===== src/rtl/mem_arb_pkg.sv =====
// Shared types and defaults for the two-port memory arbiter.
// Owner encoding is used by the picker and the optional MEM_ARB_RR_EN last-owner register.
package mem_arb_pkg;

  localparam int unsigned ADDR_W_DEF = 32;
  localparam int unsigned LINE_W_DEF = 128;

  typedef enum logic [1:0] {
    IDLE   = 2'd0,
    BUSY_I = 2'd1,
    BUSY_D = 2'd2,
    RESP   = 2'd3
  } state_e;

  typedef enum logic {
    OWN_I = 1'b0,
    OWN_D = 1'b1
  } owner_e;

endpackage


===== src/rtl/mem_arb_if.sv =====
// Cache-side and memory-side signals of the arbiter, bundled as one interface.
// The arbiter uses the slave modport; the caches and memory model together use master.
interface mem_arb_if #(
  parameter int unsigned ADDR_W = mem_arb_pkg::ADDR_W_DEF,
  parameter int unsigned LINE_W = mem_arb_pkg::LINE_W_DEF
);

  logic              i_req;
  logic [ADDR_W-1:0] i_addr;
  logic              i_done;
  logic [LINE_W-1:0] i_rdata;

  logic              d_req;
  logic              d_we;
  logic [ADDR_W-1:0] d_addr;
  logic [LINE_W-1:0] d_wdata;
  logic              d_done;
  logic [LINE_W-1:0] d_rdata;

  logic              mem_req;
  logic              mem_we;
  logic [ADDR_W-1:0] mem_addr;
  logic [LINE_W-1:0] mem_wdata;
  logic              mem_ready;
  logic [LINE_W-1:0] mem_rdata;

  logic              busy;

  modport slave (
    input  i_req, i_addr, d_req, d_we, d_addr, d_wdata, mem_ready, mem_rdata,
    output i_done, i_rdata, d_done, d_rdata, mem_req, mem_we, mem_addr, mem_wdata, busy
  );

  modport master (
    output i_req, i_addr, d_req, d_we, d_addr, d_wdata, mem_ready, mem_rdata,
    input  i_done, i_rdata, d_done, d_rdata, mem_req, mem_we, mem_addr, mem_wdata, busy
  );

endinterface


===== src/rtl/mem_arb_pick.sv =====
// Combinational grant picker. MEM_ARB_RR_EN selects round-robin on conflict;
// otherwise the D-cache wins every conflict.
module mem_arb_pick
  import mem_arb_pkg::*;
(
  input  logic   i_req_i,
  input  logic   d_req_i,
  input  owner_e last_own_i,
  output owner_e own_o,
  output logic   valid_o
);

  always_comb begin
    valid_o = i_req_i | d_req_i;
    own_o   = d_req_i ? OWN_D : OWN_I;
`ifdef MEM_ARB_RR_EN
    if (i_req_i && d_req_i) begin
      own_o = (last_own_i == OWN_D) ? OWN_I : OWN_D;
    end
`endif
  end

`ifndef MEM_ARB_RR_EN
  // D miss belongs to the older instruction, so fixed priority needs no history.
  logic unused_last_own;
  assign unused_last_own = last_own_i;
`endif

endmodule


===== src/rtl/mem_arbiter.sv =====
// Serialises I-cache and D-cache line requests onto one memory port with registered
// memory fields and a one-cycle done pulse. MEM_ARB_RR_EN enables round-robin conflicts.
module mem_arbiter
  import mem_arb_pkg::*;
#(
  parameter int unsigned ADDR_W = ADDR_W_DEF,
  parameter int unsigned LINE_W = LINE_W_DEF
) (
  input logic      clk,
  input logic      reset,
  mem_arb_if.slave bus
);

  state_e            state_q, state_d;
  logic              mem_req_q, mem_req_d;
  logic              mem_we_q, mem_we_d;
  logic [ADDR_W-1:0] mem_addr_q, mem_addr_d;
  logic [LINE_W-1:0] mem_wdata_q, mem_wdata_d;
  logic [LINE_W-1:0] i_rdata_q, i_rdata_d;
  logic [LINE_W-1:0] d_rdata_q, d_rdata_d;
  logic              i_done_q, i_done_d;
  logic              d_done_q, d_done_d;

  owner_e            last_own;
  owner_e            pick_own;
  logic              pick_valid;

`ifdef MEM_ARB_RR_EN
  owner_e last_own_q, last_own_d;
  assign last_own = last_own_q;
`else
  assign last_own = OWN_D;
`endif

  mem_arb_pick u_pick (
    .i_req_i    (bus.i_req),
    .d_req_i    (bus.d_req),
    .last_own_i (last_own),
    .own_o      (pick_own),
    .valid_o    (pick_valid)
  );

  always_comb begin
    state_d     = state_q;
    mem_req_d   = mem_req_q;
    mem_we_d    = mem_we_q;
    mem_addr_d  = mem_addr_q;
    mem_wdata_d = mem_wdata_q;
    i_rdata_d   = i_rdata_q;
    d_rdata_d   = d_rdata_q;
    i_done_d    = 1'b0;
    d_done_d    = 1'b0;
`ifdef MEM_ARB_RR_EN
    last_own_d  = last_own_q;
`endif

    case (state_q)
      IDLE: begin
        if (pick_valid) begin
          mem_req_d = 1'b1;
`ifdef MEM_ARB_RR_EN
          last_own_d = pick_own;
`endif
          if (pick_own == OWN_I) begin
            mem_addr_d  = bus.i_addr;
            mem_we_d    = 1'b0;
            mem_wdata_d = '0;
            state_d     = BUSY_I;
          end else begin
            mem_addr_d  = bus.d_addr;
            mem_we_d    = bus.d_we;
            mem_wdata_d = bus.d_wdata;
            state_d     = BUSY_D;
          end
        end
      end
      BUSY_I: begin
        if (bus.mem_ready) begin
          mem_req_d = 1'b0;
          i_rdata_d = bus.mem_rdata;
          i_done_d  = 1'b1;
          state_d   = RESP;
        end
      end
      BUSY_D: begin
        if (bus.mem_ready) begin
          mem_req_d = 1'b0;
          // Write-backs leave the last read line visible to the D-cache.
          if (!mem_we_q) begin
            d_rdata_d = bus.mem_rdata;
          end
          d_done_d = 1'b1;
          state_d  = RESP;
        end
      end
      RESP: begin
        state_d = IDLE;
      end
      default: begin
        state_d = IDLE;
      end
    endcase
  end

  always_ff @(posedge clk or posedge reset) begin
    if (reset) begin
      state_q     <= IDLE;
      mem_req_q   <= 1'b0;
      mem_we_q    <= 1'b0;
      mem_addr_q  <= '0;
      mem_wdata_q <= '0;
      i_rdata_q   <= '0;
      d_rdata_q   <= '0;
      i_done_q    <= 1'b0;
      d_done_q    <= 1'b0;
`ifdef MEM_ARB_RR_EN
      last_own_q  <= OWN_D;
`endif
    end else begin
      state_q     <= state_d;
      mem_req_q   <= mem_req_d;
      mem_we_q    <= mem_we_d;
      mem_addr_q  <= mem_addr_d;
      mem_wdata_q <= mem_wdata_d;
      i_rdata_q   <= i_rdata_d;
      d_rdata_q   <= d_rdata_d;
      i_done_q    <= i_done_d;
      d_done_q    <= d_done_d;
`ifdef MEM_ARB_RR_EN
      last_own_q  <= last_own_d;
`endif
    end
  end

  assign bus.mem_req   = mem_req_q;
  assign bus.mem_we    = mem_we_q;
  assign bus.mem_addr  = mem_addr_q;
  assign bus.mem_wdata = mem_wdata_q;
  assign bus.i_rdata   = i_rdata_q;
  assign bus.d_rdata   = d_rdata_q;
  assign bus.i_done    = i_done_q;
  assign bus.d_done    = d_done_q;
  assign bus.busy      = (state_q != IDLE);

endmodule


===== src/flat_wrapper.sv =====
// flat-port wrapper written by rule: the top's interface ports become plain ports
module mem_arbiter_flat import mem_arb_pkg::*;
#(
  parameter int unsigned ADDR_W = ADDR_W_DEF,
  parameter int unsigned LINE_W = LINE_W_DEF
)
  (clk, reset, bus_i_req, bus_i_addr, bus_d_req, bus_d_we, bus_d_addr, bus_d_wdata, bus_mem_ready, bus_mem_rdata, bus_i_done, bus_i_rdata, bus_d_done, bus_d_rdata, bus_mem_req, bus_mem_we, bus_mem_addr, bus_mem_wdata, bus_busy);
  mem_arb_if #(.ADDR_W(ADDR_W), .LINE_W(LINE_W)) bus_i ();
  input logic clk;
  input logic reset;
  input wire logic [$bits(bus_i.i_req)-1:0] bus_i_req;
  input wire logic [$bits(bus_i.i_addr)-1:0] bus_i_addr;
  input wire logic [$bits(bus_i.d_req)-1:0] bus_d_req;
  input wire logic [$bits(bus_i.d_we)-1:0] bus_d_we;
  input wire logic [$bits(bus_i.d_addr)-1:0] bus_d_addr;
  input wire logic [$bits(bus_i.d_wdata)-1:0] bus_d_wdata;
  input wire logic [$bits(bus_i.mem_ready)-1:0] bus_mem_ready;
  input wire logic [$bits(bus_i.mem_rdata)-1:0] bus_mem_rdata;
  output wire logic [$bits(bus_i.i_done)-1:0] bus_i_done;
  output wire logic [$bits(bus_i.i_rdata)-1:0] bus_i_rdata;
  output wire logic [$bits(bus_i.d_done)-1:0] bus_d_done;
  output wire logic [$bits(bus_i.d_rdata)-1:0] bus_d_rdata;
  output wire logic [$bits(bus_i.mem_req)-1:0] bus_mem_req;
  output wire logic [$bits(bus_i.mem_we)-1:0] bus_mem_we;
  output wire logic [$bits(bus_i.mem_addr)-1:0] bus_mem_addr;
  output wire logic [$bits(bus_i.mem_wdata)-1:0] bus_mem_wdata;
  output wire logic [$bits(bus_i.busy)-1:0] bus_busy;
  assign bus_i.i_req = bus_i_req;
  assign bus_i.i_addr = bus_i_addr;
  assign bus_i.d_req = bus_d_req;
  assign bus_i.d_we = bus_d_we;
  assign bus_i.d_addr = bus_d_addr;
  assign bus_i.d_wdata = bus_d_wdata;
  assign bus_i.mem_ready = bus_mem_ready;
  assign bus_i.mem_rdata = bus_mem_rdata;
  assign bus_i_done = bus_i.i_done;
  assign bus_i_rdata = bus_i.i_rdata;
  assign bus_d_done = bus_i.d_done;
  assign bus_d_rdata = bus_i.d_rdata;
  assign bus_mem_req = bus_i.mem_req;
  assign bus_mem_we = bus_i.mem_we;
  assign bus_mem_addr = bus_i.mem_addr;
  assign bus_mem_wdata = bus_i.mem_wdata;
  assign bus_busy = bus_i.busy;
  mem_arbiter #(.ADDR_W(ADDR_W), .LINE_W(LINE_W)) u_core (.clk(clk), .reset(reset), .bus(bus_i));
endmodule

===== config.mk =====
export PLATFORM = sky130hd
export DESIGN_NAME = mem_arbiter_flat
export DESIGN_NICKNAME = d
export VERILOG_FILES = /design/src/rtl/mem_arb_pkg.sv /design/src/rtl/mem_arb_if.sv /design/src/rtl/mem_arb_pick.sv /design/src/rtl/mem_arbiter.sv /design/src/flat_wrapper.sv
export SDC_FILE = /design/constraint.sdc
export NUM_CORES = 1
export LEC_CHECK = 0
export ABC_AREA = 1
export BUFFER_PORTS_ARGS = -buffer_cell sky130_fd_sc_hd__buf_2
export CORE_AREA = 2 2 288 290
export DETAILED_ROUTE_END_ITERATION = 12
export DIE_AREA = 0 0 290 292
export SYNTH_ARGS = -nofsm -noshare
export SYNTH_HDL_FRONTEND = slang
export SYNTH_SLANG_ARGS = --single-unit

===== constraint.sdc =====
create_clock -name clk -period 17.4 [get_ports clk]
set_input_delay 3.48 -clock clk [delete_from_list [all_inputs] [get_ports clk]]
set_output_delay 3.48 -clock clk [all_outputs]
set_load 0.01 [all_outputs]

## Word-level counts from Yosys, hierarchy flattened

Index checks and enable logic that the tools add are counted.

- Equal/unequal tests: 5
- Muxes and demuxes: 14
- Bitwise logic cells: 2
- Reductions and logical operators: 9

Operators with widths:

| cell | count |
|---|---|
| 128-bit two-way mux | 1 |
| 32-bit two-way mux | 1 |
| 1-bit two-way mux | 7 |
| 2-bit two-way mux | 3 |
| 2-bit case mux with 3 select lines | 1 |
| 2-bit AND reduction | 3 |
| 3-bit AND reduction | 2 |
| 2-bit equality test, second input constant | 2 |
| 2-bit by 1-bit inequality test with 1-bit output, second input constant | 2 |
| 2-bit nonzero test | 2 |
| 2-bit by 1-bit equality test with 1-bit output, second input constant | 1 |
| 2-bit zero test | 1 |
| 1-bit case mux with 2 select lines | 1 |
| 2-bit OR reduction | 1 |
| 1-bit inverter | 1 |
| 1-bit OR | 1 |

- Bits in registers: 422
- Bits of input ports: 326
- Output and inout port bits: 421

## Longest topological paths before layout

Gate-level depths: netlist of run 1.

- Depth in word-level cells: 4
- Depth in mapped cells: 10

## Modules after synthesis

Synthesis of run 1 repeated with hierarchy kept, for this count alone.

- Cell total of the unflattened synthesis: 1,796
- Area, all modules: 16,559.6 sq um

By module, submodules not included:

| module | times used | cells an instance | area an instance (sq um) |
|---|---|---|---|
| mem_arbiter | 1 | 1,792 | 16,540.9 |
| mem_arb_pick | 1 | 4 | 18.8 |

## Worst setup path before layout of run 1

OpenSTA, ideal clock, no wires.

- Path kind: input to register
- From: input port bus_d_req
- To: register u_core.mem_we_q, in the netlist u_core.bus.mem_we
- Library setup time: 117 ps
- Arrival time: 4,252 ps
- Slack: 13,031 ps
- Stages: 8
- Path through: buf_2 -> nor2_4 -> nor2_4 -> inv_2 -> buf_6 -> buf_2 -> nand2_1 -> nand2_1

- Word-level cells in the longest chain between the ends: 2
- Elaborated cells between the ends (all ways): 4

Ends and longest elaborated chain:

| what | RTL line | text |
|---|---|---|
| from (decl) | flat_wrapper.sv:13 | `input wire logic [$bits(bus_i.d_req)-1:0] bus_d_req;` |
| 1-bit two-way mux or 1-bit OR (tied branches) | mem_arb_pick.sv:15, mem_arb_pick.sv:14 |  |
| 1-bit two-way mux or 2-bit AND reduction (tied branches) | n/a |  |
| to (signal assigned) | mem_arbiter.sv:122 | `mem_we_q <= mem_we_d;` |
| to (decl) | mem_arbiter.sv:16 | `logic mem_we_q, mem_we_d;` |

Several ways; a longest one is shown, not always the timed one.
A chain may end at the register's enable or synchronous reset.

==> impl_results.md, run 1 <==
- Clock latency on the worst-skew pair: between 0.5 and 0.6 ns
- Worst path top cell family by delay: buffers and inverters
- Final instance area: 23230 µm²
- Fmax achieved: between 150 and 200 MHz
- Crit. End Element: async pin
- TritonCTS clock tree: done
- Antenna violations before repair: 15
- Hold Crit Depth: 2
- Final setup margin: roughly 12 ns
- Ys flop type: dfrtp_1
- Cts repair resizes: 0
- Crit-path most repeated cell: buf_4
- Detailed Route WL: 57300 µm
- Share of layout cells above drive strength 1: 38.30%
- R2r endpoint: u_core.bus.i_rdata[80]
- Reg area: 10560 µm²
- FP Rows: 105
- Core Region: approximately 82000 µm²
- Synth async-reset ratio: 100.0%
- Post-DRT Antenna Nets: 0
- Post-Syn Area: 16980 µm²
- Post-synthesis xor/xnor area fraction: 0%
- R2R Path Start: u_core.state_q[1]
- Post-CTS Setup Repair Bufs: 0
- Leak pwr: 13.09 nW
- H-tree depth: 2
- Post-synthesis adder-cell area fraction: 0.2947%
- Fin crit share: between 30% and 40%
- Switching pwr: approximately 1.7 mW
- Library cells used by synthesis: 16
- Maxcap violations: 0
- Period minus WS final: 5.882 ns
- Worst-case reg-to-reg path depth: 6
- CTS Buffer Depth: 3
- Pre-CTS setup slack: 10.69 ns
- Vias in the first global route: between 10000 and 15000
- Synth Area per Inst: 9.481 µm²
- Buffer and inverter count on the worst path: 5
- CP Launch Type: input port
- Root buf cell: clkbuf_16
- HP Start: u_core.bus.mem_wdata[49]
- Yosys reg bits: 422
- CTS Buf Count: 48
- Clk_skew: 0.01874 ns
- Flop2flop setup slack: 14.09 ns
- Largest net degree at the start of global routing: 157
- Peak supply drop: 0.08118 mV
- Via count: 14317
- Die Wd: 290 µm
- Clk sink count: around 420
- First-pass GRT wire length: slightly below 90000 µm
- Total power: 4.322 mW
- Worst rel slew slack: about a third
- Total track usage: 13.24%
- Critical Path, Cell by Cell: buf_2 -> inv_8 -> buf_4 -> buf_4 -> buf_4
- Hold EP: u_core.bus.mem_wdata[49]
- Setup violators final: 0
- Post-CTS Hold Buffers: 0
- Nets@finish: 2817
- Maximum fanout along the worst path: 125
- Simple-Gate Fraction of Synth Area: 18.60%
- Vias per inst: ~4
- Port bufs: 746
- CP Class: input port to async pin
- Outcome: completed
- Syn_nets: 2121
- Switching part of the total: between 30% and 40%
- Wire length per cell: around 16 µm
- Clock slew at reported path FFs: 0.06 ns
- Clock power share: ~25%
- Die ar.: about 85000 µm²
- Worst Tran Pin Value: between 1 and 1.5 ns
- Initial Util: around a fifth
- Ports: about 750
- Fin Hold WS: 0.4624 ns
- Drt initial violations: ~650
- Power share of the sequential group: a little under two fifths
- Setup TNS: 0 ns
- RSZ-0062 raised after global routing: false
- Post-route DRC violation count: 0
- Slowest stage cell, crit path: buf_4
- Pwr Density: around 190 nW/µm²
- Largest family of logic cells by synthesized area: simple AND/OR/NAND/NOR gates
- Comb power frac: 37.1%
- Final Max Tran Viols: 0
- Final Hold Fails: 0
- Slowest stage delay, CP: 0.73 ns
- Post-synth EDFFs: 0
- Int Pwr: 2.659 mW
- Area of the multi-input gates: 5127 µm²
- Synth Area in Compound Gates: 11.17%
- Ys Warns: 0
- Placed inst area: ~22000 µm²
- Gr ovfl total: 0
- Post-synthesis cell count: ~1800
- Die H: 292 µm
- Classification of the worst-slack hold path: register to register
- Layout area overhead: 36.79%
- HPWL Detailed: 42960 µm
- Post-synthesis sequential area ratio: 62.19%
- Required time of the critical path: 18.00 ns
- Fillers: 8719
- Mux contribution to synthesized area: 0%
- Drt pass-1 iters: 5
- Worst Path Arrival: ~6.5 ns
- RePlAce Congestion: 0.8140
-- power groups by stage --
stage                     combinational (mW)  clock [mW]  sequential [mW]
after floorplan                        0.703           0             1.85
after global placement                  1.62           0             1.65
after detailed placement                1.64           0             1.66
after CTS                               1.64        1.10             1.65
after global routing                    1.78        1.14             1.70
final                                   1.60        1.07             1.65
-- kinds of logic (layout without fill, tap and decap cells) --
| kind of cell | after synthesis | after routing |
|---|---|---|
| compound gates | 289 | 289 |
| fa+ha+maj | 4 | 4 |
| buf+inv | 284 | 1015 |
| flops | 422 | 422 |
| other cells | 0 | 5 |
| simple gates | 792 | 792 |
-- worst register-to-register path: stages, from the launching register on --
cell	delay, ns
dfrtp_1	0.40
inv_1	0.10
ha_1	0.22
nand2_4	0.48
buf_4	0.82
buf_4	0.86
o21ai_0	0.27
-- worst max-delay path by stage --
stage	startpoint	endpoint	slack, ns	depth (start not counted)
floorplan	reset	u_core.bus.d_done	2.17	1
global placement	reset	u_core.state_q[1]	10.71	5
detailed placement	reset	u_core.bus.mem_addr[24]	10.69	5
CTS	reset	u_core.bus.mem_addr[30]	11.34	5
global route	reset	u_core.bus.mem_addr[18]	10.98	5
finish	reset	u_core.bus.mem_addr[18]	11.52	5
-- routing by layer --
metal / up-vias / routed length [µm] / global-route usage (%)
li1: 7024 / - / -
met1: 6602 / 21920 / 14.83
met2: 556 / 27190 / 22.10
met3: 119 / 4936 / 4.673
met4: 16 / 3146 / 7.127
met5: - / 105 / 0
-- cell usage in the layout, fill, tap and decap left out, types with 5 or more instances in the layout --
cell	n
clkbuf_8	11
inv_1	167
buf_4	13
clkbuf_16	50
nand3_1	132
clkinv_2	7
o21ai_2	120
clkbuf_1	7
bufinv_16	6
o21ai_0	167
diode_2	5
nand2_1	655
dfrtp_1	422
buf_2	745
-- final cells by class --
cell class / instances / share of cell area (%)
Multi-Input combinational cell: 1085 / 22.07
Inverter: 170 / 2.790
Clock buffer: 68 / 6.151
Clock inverter: 17 / 1.099
Antenna cell: 5 / 0.05386
Sequential cell: 422 / 45.46
Tap cell: 1070 / 5.764
Timing Repair Buffer: 760 / 16.61
-- state kept, by name, indices dropped and copies added, names as in the netlist --
signal / count
u_core.bus.d_rdata: 128
u_core.bus.i_rdata: 128
u_core.bus.mem_wdata: 128
u_core.bus.mem_addr: 32
u_core.state_q: 2
u_core.bus.d_done: 1
u_core.bus.i_done: 1
u_core.bus.mem_req: 1
u_core.bus.mem_we: 1
-- Yosys cell counts (2+ instances only) --
cell type | count | share of area, %
inv_2 | 2 | 0.044
clkbuf_1 | 51 | 1.1
dfrtp_1 | 422 | 62
buf_2 | 32 | 0.94
o21ai_2 | 120 | 6.2
o21ai_0 | 167 | 4.9
nand2_1 | 656 | 15
buf_6 | 28 | 1.9
nor2_4 | 2 | 0.13
ha_1 | 4 | 0.29
buf_1 | 3 | 0.066
inv_1 | 168 | 3.7
o21ai_1 | 2 | 0.059
nand3_1 | 132 | 3.9
-- metrics by stage --
stage / std cells / utilization, %
4_1_cts: 3592 / 28.46
6_report: 3597 / 28.47
3_5_place_dp: 3507 / 26.39
3_3_place_gp: 3507 / 26.39
2_1_floorplan: 1791 / -
5_1_grt: 3593 / 28.46
No activity file was read; power rests on OpenSTA's default activity.
==> run 2: changes to the inputs <==
--- a/config.mk
+++ b/config.mk
@@ -5,11 +5,11 @@
 export SDC_FILE = /design/constraint.sdc
 export NUM_CORES = 1
 export LEC_CHECK = 0
-export ABC_AREA = 1
+export ABC_AREA = 0
 export BUFFER_PORTS_ARGS = -buffer_cell sky130_fd_sc_hd__buf_2
-export CORE_AREA = 2 2 288 290
+export CORE_AREA = 2 2 292 294
 export DETAILED_ROUTE_END_ITERATION = 12
-export DIE_AREA = 0 0 290 292
+export DIE_AREA = 0 0 294 296
 export SYNTH_ARGS = -nofsm -noshare
 export SYNTH_HDL_FRONTEND = slang
 export SYNTH_SLANG_ARGS = --single-unit
==> constraint.sdc (replaced) <==
create_clock -name clk -period 4.98 [get_ports clk]
set_input_delay 0.996 -clock clk [delete_from_list [all_inputs] [get_ports clk]]
set_output_delay 0.996 -clock clk [all_outputs]
set_load 0.01 [all_outputs]
==> impl_results.md, run 2 <==
- Nets@finish: roughly 2100
- Synth Area in Compound Gates: just over 8%
- Ys flop type: dfrtp_1
- Share of layout cells above drive strength 1: 62.28%
- Largest family of logic cells by synthesized area: multiplexers
- Peak supply drop: 0.2783 mV
- Post-synthesis cell count: 1000
- Power share of the sequential group: 38.7%
- Outcome: completed
- Root buf cell: clkbuf_16
- Clk_skew: ~0.025 ns
- Pwr Density: 682.1 nW/µm²
- Classification of the worst-slack hold path: register to register
- Port bufs: 746
- Post-CTS Hold Buffers: 0
- Hold Crit Depth: 2
- Most common cell in the netlist: dfrtp_1
- Simple-Gate Fraction of Synth Area: 1.267%
- Die Wd: 294 µm
- Core Region: 84210 µm²
- Layout area overhead: 40.85%
- Clock slew at reported path FFs: about 0.06 ns
- Comb power frac: around two fifths
- Via count: between 10000 and 15000
- Die ar.: slightly below 90000 µm²
- CP Launch Type: register
- Post-Syn Area: 16200 µm²
- Worst-case reg-to-reg path depth: 7
- Post-synthesis sequential area ratio: 65.19%
- CP Class: register to primary output
- Final Max Tran Viols: 0
- Syn_nets: 1330
- Clock latency on the worst-skew pair: 0.58 ns
- Ports: approximately 750
- Largest net degree at the start of global routing: between 100 and 150
- Worst Path Arrival: 1.65 ns
- Post-route DRC violation count: 0
- FP Rows: 107
- RSZ-0062 raised after global routing: false
- Cts repair resizes: 0
- Clk sink count: roughly 420
- Top cell type by total area after synthesis: dfrtp_1
- Most frequent cells in the layout: buf_2 (746), dfrtp_1 (422), mux2_2 (154)
- Switching part of the total: 33.64%
- Post-synth EDFFs: 0
- Int Pwr: 10.33 mW
- Worst rel slew slack: 29.53%
- First-pass GRT wire length: 69380 µm
- Mux contribution to synthesized area: between 20% and 30%
- HPWL Detailed: 36090 µm
- Vias in the first global route: 11316
- Vias per inst: slightly below 4
- Met1 Resource Use GR: 12.01%
- Worst Tran Pin Value: 1.053 ns
- Maximum fanout along the worst path: 7
- Post-CTS Setup Repair Bufs: 0
- Leak pwr: approximately 12 nW
- Required time of the critical path: 3.98 ns
- TritonCTS clock tree: done
- Detailed Route WL: about 49000 µm
- Area of the multi-input gates: 5185 µm²
- Most common cell after layout, fill and taps aside: buf_2
- Antenna violations before repair: 5
- Crit. End Element: primary output
- Final instance area: 22820 µm²
- Share of the synthesized area in the top cell type: 65.19%
- Fmax achieved: 377.8 MHz
- Post-DRT Antenna Nets: 0
- M3 GR Usage: 3.163%
- Yosys reg bits: 422
- Synth async-reset ratio: between 90% and 100%
- Grt met2 use: 17.55%
- Drt pass-1 iters: 4
- Placed inst area: 21200 µm²
- Period minus WS final: 2.647 ns
- H-tree depth: 2
- CTS Buffer Depth: 3
- RePlAce Congestion: 0.8064
- Initial Util: ~19%
- Top post-synthesis cells by area: dfrtp_1 (65%), mux2_2 (11%), mux2_4 (9.5%)
- Fin crit share: 53.15%
- Maxcap violations: 0
- Reg area: 10560 µm²
- CTS Buf Count: 46
- Total track usage: between 10% and 20%
- Most frequent cells after synthesis: dfrtp_1 (422), mux2_2 (154), a22o_1 (129)
- Gr ovfl total: 0
- Ys Warns: 0
- Fin Hold WS: 0.4719 ns
- Switching pwr: 5.236 mW
- Die H: 296 µm
- Library cells used by synthesis: 24
- Post-synthesis xor/xnor area fraction: 0%
- Final Hold Fails: 0
- Wire length per cell: 16.80 µm
- Synth Area per Inst: 16.20 µm²
- Setup violators final: 0
- Clock power share: 23.2%
- Drt initial violations: between 300 and 400
- Layer with the highest usage: met2
- Post-synthesis adder-cell area fraction: 0.3090%
- Fillers: ~8700
-- run 2: cell families after synthesis --
family | count (synthesis)
buffers and inverters | 72
adder cells (fa/ha/maj) | 4
AO/OA/AOI/OAI | 168
flip-flops | 422
multiplexers | 288
AND/OR/NAND/NOR | 46
-- run 2: power groups by stage --
stage	clock (mW)	sequential (mW)	combinational (mW)
global route	3.86	6.23	6.43
global placement	0	6.04	5.96
CTS	3.75	6.03	6.05
detailed placement	0	6.03	6.07
finish	3.61	6.02	5.94
floorplan	0	6.71	2.76
-- run 2: critical path, cell delays in order (launching register included) --
cell	delay, ns
dfrtp_1	0.42
inv_1	0.10
ha_1	0.33
inv_1	0.09
buf_2	0.16
-- run 2: path summary, 6_finish.rpt --
path / slack (ns) / startpoint / endpoint
min in group asynchronous: 0.54 / reset / u_core.bus.i_rdata[84]
hold reg to reg: 0.47 / u_core.bus.mem_addr[4] / u_core.bus.mem_addr[4]
hold / removal: 0.47 / u_core.bus.mem_addr[4] / u_core.bus.mem_addr[4]
setup reg to reg: 2.60 / u_core.state_q[1] / u_core.bus.i_rdata[82]
max in group asynchronous: 3.28 / reset / u_core.bus.i_rdata[0]
setup / recovery: 2.33 / u_core.state_q[1] / bus_busy
-- run 2: layer usage --
layer,wire [µm],vias to the layer above
met5,16,-
li1,-,5140
met2,23710,507
met4,1588,2
met1,19270,5530
met3,3947,77
-- run 2: area by class of cell --
class / count / share of cell area (%)
sequential: 422 / 46.28
multi-input combinational: 506 / 22.73
timing repair buffer: 779 / 17.83
tap: 1090 / 5.978
clock buffer: 59 / 5.566
clock inverter: 24 / 1.470
inverter: 5 / 0.1097
antenna: 3 / 0.03290
-- run 2: per-stage QoR --
step / setup WS [ns] / total power [mW] / setup TNS, ns / utilization (%) / instances
6_report: 2.333 / 15.56 / 0 / 27.09 / 2888
5_1_grt: 2.221 / 16.51 / 0 / 27.09 / 2886
4_1_cts: 2.271 / 15.82 / 0 / 27.08 / 2885
3_5_place_dp: 2.069 / 12.11 / 0 / 25.18 / 2802
3_3_place_gp: 2.092 / 12.00 / 0 / 25.18 / 2802
2_1_floorplan: -1.709 / 9.468 / -721.40 / - / 1000
